==> src/rtl/apb_master.sv <==
// Single-outstanding APB requester: valid/ready command port in, APB SETUP/ACCESS on the bus, one-cycle response pulse out.
// Optional ACCESS wait-state timeout enabled by defining APB_MASTER_TIMEOUT_EN.
module apb_master #(
  parameter int WIDTH          = 32,
  parameter int ADDR_WIDTH     = 8,
  parameter int TIMEOUT_CYCLES = 16
) (
  input  logic                  pclk,
  input  logic                  preset,
  input  logic                  cmd_valid,
  output logic                  cmd_ready,
  input  logic                  cmd_write,
  input  logic [ADDR_WIDTH-1:0] cmd_addr,
  input  logic [WIDTH-1:0]      cmd_wdata,
  output logic                  rsp_valid,
  output logic [WIDTH-1:0]      rsp_rdata,
  output logic                  rsp_err,
  output logic                  busy,
  output logic                  psel,
  output logic                  penable,
  output logic                  pwrite,
  output logic [ADDR_WIDTH-1:0] paddr,
  output logic [WIDTH-1:0]      pwdata,
  input  logic [WIDTH-1:0]      prdata,
  input  logic                  pready,
  input  logic                  pslverr
);

  typedef enum logic [1:0] {
    IDLE   = 2'd0,
    SETUP  = 2'd1,
    ACCESS = 2'd2
  } state_t;

  state_t state, state_next;
  logic   accept;
  logic   complete;
  logic   abort;

  if (TIMEOUT_CYCLES < 1) begin : g_bad_timeout
    $error("apb_master: TIMEOUT_CYCLES must be at least 1");
  end

  assign cmd_ready = (state == IDLE) || ((state == ACCESS) && pready);
  assign accept    = cmd_valid && cmd_ready;
  assign complete  = (state == ACCESS) && pready;

  assign psel    = (state == SETUP) || (state == ACCESS);
  assign penable = (state == ACCESS);
  assign busy    = (state != IDLE);

`ifdef APB_MASTER_TIMEOUT_EN
  localparam int CNT_W = $clog2(TIMEOUT_CYCLES + 1);
  localparam logic [CNT_W-1:0] CNT_LAST = CNT_W'(TIMEOUT_CYCLES - 1);

  logic [CNT_W-1:0] wait_cnt;

  // Counts stalled ACCESS cycles; the abort fires on the cycle that would make it TIMEOUT_CYCLES.
  always_ff @(posedge pclk) begin
    if (preset) begin
      wait_cnt <= '0;
    end else if (accept) begin
      wait_cnt <= '0;
    end else if ((state == ACCESS) && !pready) begin
      wait_cnt <= wait_cnt + 1'b1;
    end
  end

  assign abort = (state == ACCESS) && !pready && (wait_cnt == CNT_LAST);
`else
  assign abort = 1'b0;
`endif

  always_comb begin
    state_next = state;
    case (state)
      IDLE:    if (accept) state_next = SETUP;
      SETUP:   state_next = ACCESS;
      ACCESS: begin
        if (complete) begin
          state_next = accept ? SETUP : IDLE;
        end else if (abort) begin
          state_next = IDLE;
        end
      end
      default: state_next = IDLE;
    endcase
  end

  // Bus command registers hold their last value in IDLE; the response is a registered one-cycle pulse.
  always_ff @(posedge pclk) begin
    if (preset) begin
      state     <= IDLE;
      pwrite    <= 1'b0;
      paddr     <= '0;
      pwdata    <= '0;
      rsp_valid <= 1'b0;
      rsp_rdata <= '0;
      rsp_err   <= 1'b0;
    end else begin
      state <= state_next;
      if (accept) begin
        pwrite <= cmd_write;
        paddr  <= cmd_addr;
        pwdata <= cmd_wdata;
      end
      rsp_valid <= complete || abort;
      rsp_rdata <= (complete && !pwrite) ? prdata : '0;
      rsp_err   <= complete ? pslverr : abort;
    end
  end

endmodule

==> config.mk <==
export PLATFORM = sky130hd
export DESIGN_NAME = apb_master
export DESIGN_NICKNAME = d
export VERILOG_FILES = /design/src/rtl/apb_master.sv
export SDC_FILE = /design/constraint.sdc
export NUM_CORES = 1
export LEC_CHECK = 0
export CAP_MARGIN = 20
export CORE_MARGIN = 3
export CORE_UTILIZATION = 39
export CTS_CLUSTER_SIZE = 8
export DETAILED_ROUTE_END_ITERATION = 10
export PLACE_DENSITY = 0.9
export SLEW_MARGIN = 15
export SYNTH_ARGS = -nofsm -noshare
export SYNTH_HDL_FRONTEND = slang
export SYNTH_SLANG_ARGS = --single-unit
==> constraint.sdc <==
create_clock -name pclk -period 1.95 [get_ports pclk]
set_clock_uncertainty 0.05 [all_clocks]
set_input_delay 0.585 -clock pclk [delete_from_list [all_inputs] [get_ports pclk]]
set_output_delay 0.585 -clock pclk [all_outputs]
set_load 0.02 [all_outputs]
## Yosys cells after proc, flatten, opt, wreduce, memory -nomap -nowiden

Index checks and enable logic that the tools add are counted.

| word-level totals | value |
|---|---|
| memory bits (read-only) | 0 |
| word-level logic and storage cells | 28 |
| input port bits | 78 |
| memory bits (writable) | 0 |
| memories | 0 |
| output and inout bits | 79 |
| bits in latches | 0 |
| flip-flop bits (word level) | 77 |

| operators by class | value |
|---|---|
| div/mod/pow operators | 0 |
| reductions and logical operators | 11 |
| equal/unequal tests | 4 |
| shift-type cells | 0 |
| magnitude comparators | 0 |
| bitwise operators | 2 |
| $add $sub $neg | 0 |
| mux-type cells | 4 |
| multiply operators | 0 |

Operators with widths:

| cell | number |
|---|---|
| $pmux 2 s3 | 1 |
| $mux 2 | 2 |
| $reduce_or 2->1 | 2 |
| $logic_and 1x1->1 | 3 |
| $eq 2x1->1 const B | 1 |
| $eq 2x2->1 const B | 1 |
| $logic_not 2->1 | 1 |
| $logic_or 1x1->1 | 2 |
| $ne 2x1->1 const B | 1 |
| $ne 2x2->1 const B | 1 |
| $not 1->1 | 2 |
| $reduce_and 2->1 | 1 |
| $reduce_bool 2->1 | 1 |
| $logic_not 1->1 | 1 |
| $mux 1 | 1 |

## Longest topological paths before layout

| logic depth | value |
|---|---|
| word-level depth | 7 |
| mapped depth | 7 |
| gate-level depth less buffers | 5 |

## Worst setup path before layout

OpenSTA, ideal clock, no wires.

| timing | value |
|---|---|
| kind | register to output |
| from | register state[0] |
| to | output port cmd_ready |
| stages on the path, launching flop included | 5 |
| path buffers | 0 |
| setup slack | 0.295 ns |
| data arrival time | 1.020 ns |
| data required time | 1.315 ns |
| cells stage by stage | dfxtp_1 inv_1 ha_1 nand2_2 nand2_1 |

| on the way | value |
|---|---|
| longest elaborated chain between the ends | 3 |
| elaborated cells on any way between the ends | 4 |
| classes of those cells | eq/ne (1); reduce/logical (3) |

Ends and longest elaborated chain:

| item | line | text |
|---|---|---|
| start: declaration | 35 | `state_t state, state_next;` |
| start signal: assignment | 101 | `state <= state_next;` |
| $eq 2x2->1 | - |  |
| via penable | 20 | `output logic penable,` |
| $logic_and 1x1->1 | 44 | `assign cmd_ready = (state == IDLE) \|\| ((state == ACCESS) && pready);` |
| $logic_or 1x1->1 | 44 |  |
| end: declaration | 11 | `output logic cmd_ready,` |

The timed path passes the listed nets, and every way through them passes these cells.

## Worst setup path in the final report

| timing | value |
|---|---|
| from | register pwdata[20] |
| to | output port pwdata[20] |

RTL lines:

| item | line | text |
|---|---|---|
| start: declaration | 23 | `output logic [WIDTH-1:0] pwdata,` |
| start signal: assignment | 105 | `pwdata <= cmd_wdata;` |

No word-level cell between the ends.

==> reports/metrics.cfg <==
[synth]
ys_ff_latch = 77
synth.net_count = 353
ys_warn_count = 0
syn-instance-count = 271
syn-mean-instance-area_um2 = 11.0
synth_cell_type_count = 23
ys_seq_area_frac = 0.518
synth_area_um2 = 2970

[layout]
drive_above_1_share = 0.0892
mostFrequentLayoutCells = clkdlybuf4s50_1, nand2b_1, dfxtp_1
antenna_cells = 0
nets = 515
final_common_cell = clkdlybuf4s50_1
area_growth_pct = 65.0

[place]
pre_cts_ws_ns = -0.476
io_buffers = 156
dp_hpwl_mm = 5.58
gp_congestion = 0.682

[grt]
grt_usage = 0.174
grt_first_pass_wirelength_mm = 11.9
grt_pass1_vias = 2541
grt_antenna_before_repair = 0
overflow = 0
grt_max_degree = 45

[worst_setup_path]
worst-path-buf-inv = 1
worst-path-stages = 1
worstPathArrival_ns = 1.28
cp-start-kind = flip-flop
required_ns = 1.31
r2r_cells = 6
slowest_delay_ns = 0.61
crit_family = buffers and inverters
crit_slowest_cell = clkdlybuf4s50_1
worstSetupEndpointType = output port
cp_cell_sequence = clkdlybuf4s50_1
path_class = flip-flop to output port
path_max_fanout = 2

[floorplanning]
die_width_um = 93.3
design.core.area_um2 = 7330
die_y_um = 93.3
start_util = 0.406
fp.dieArea_um2 = 8710
rows = 31
pin_count = 157

[timing]
fin_crit_ns = 1.92
hold_viol_final = 0
max_freq_mhz = 521
slew_viol_final = 0
fin_ws_ns = 0.0323
worst_slew_pin_slew_ns = 0.284
slew_headroom = 0.811
setup_viol = 0
fin_crit_sh = 0.983

[power]
p_per_area_nw_per_um2 = 706
total_power_mw = 3.47
p_leak_nw = 2.56
max-vdd-ir-drop_uv = 467

[clocking]
cts-htree-levels = 3
cts.sinks = 77
cts_tree = built
clock_latency_ns = 0.33
root_buffer = clkbuf_8
clockBufferDepth = 2
cts_buffers = 9
cts.clk_slew.worst_paths_ns = 0.08

[route]
first_pass_iters = 4
num_vias = 2384
drc = 0
via_per_inst = 4.45
wire_per_inst_um = 13.9
drtIter0Drc = 41
wirelength_mm = 7.47
antenna_left = 0

[worst_hold_path]
hold_class = flip-flop to flip-flop
hold_path_depth = 2

[flow_run]
cap_violations = 0

[run_status]
status = finished clean

[layer usage]
metal | global-route usage | up-vias | part of all wire
met2 | 0.303 | 113 | 0.50
met5 | 0 | - | 0
met4 | 0.0549 | 0 | 0.013
met3 | 0.0756 | 10 | 0.11
li1 | - | 1177 | -
met1 | 0.188 | 1084 | 0.38
[layout make-up]
| class | instances | area, µm² |
|---|---|---|
| fillers | 547 | 2420 |
| repair buffers | 168 | 1760 |
| flip-flops and latches | 77 | 1540 |
| multi-input cells | 174 | 1290 |
| clock buffers | 12 | 155 |
| well taps | 99 | 124 |
| clock inverters | 3 | 21.3 |
| inverters | 3 | 11.3 |
[cell families after synthesis]
family	after synthesis	synth area share
and+or+nand+nor	123	0.261
adders and majority gates	4	0.0168
muxes	42	0.142
AOI/OAI and AO/OA	5	0.0105
buffers and inverters	20	0.0513
DFF	77	0.518
[final timing paths]
path / slack [ns] / startpoint / endpoint
setup / recovery: 0.03 / pwdata[20] / pwdata[20]
hold / removal: 0.42 / pwdata[5] / pwdata[5]
setup reg to reg: 0.35 / state[0] / state[1]
hold reg to reg: 0.42 / pwdata[5] / pwdata[5]
[cell usage after synthesis]
cell,number,area (µm²)
mux2_2,1,11.3
and2b_4,1,10.0
or3b_1,1,8.76
buf_2,1,5.00
clkbuf_1,8,30.0
and2_1,33,206
a21oi_1,2,10.0
nand2_1,1,3.75
nand2b_1,82,513
a21boi_2,1,11.3
and2b_1,1,7.51
buf_12,4,80.1
nor2_1,1,3.75
mux2i_1,41,410
ha_1,4,50.1
nand2_2,1,6.26
nand3b_1,1,7.51
nor3_2,1,10.0
dfxtp_1,77,1540
clkbuf_2,3,15.0
o21ai_0,2,10.0
inv_1,3,11.3
buf_6,1,11.3
[report_power, final]
part	switching (mW)	internal, mW
Clock	0.539	0.526
Sequential	0.0420	1.65
Combinational	0.300	0.405
Total	0.881	2.58
[registers in the layout (all words and copies together), names as in the netlist]
| register | count |
|---|---|
| paddr | 8 |
| pwdata | 32 |
| pwrite | 1 |
| rsp_err | 1 |
| rsp_rdata | 32 |
| rsp_valid | 1 |
| state | 2 |
[through the flow]
step	hold slack, ns	util	cell area (µm²)	TNS [ns]	cells
after global routing	0.450	0.669	4910	-0.0121	536
after CTS	0.428	0.656	4810	0	536
after global placement	0.407	0.634	4650	-4.15	521
after floorplan	0.437	-	2970	0	271
final	0.425	0.669	4910	0	536
after detailed placement	0.412	0.634	4650	-5.16	521
[repair_timing]
item                       CTS  global route
hold endpoints to repair     0             0
pin swaps                    0             0
buffers inserted             0             0
setup endpoints to repair    8            41
gates resized for setup     20            42
cloned                       0             0
hold buffers                 0             0
[tightest hold or removal path: stages (launching register included)]
cell	delay, ns
dfxtp_1	0.32
nand2b_1	0.06
mux2i_1	0.05
(Power assumes the default switching activity.)
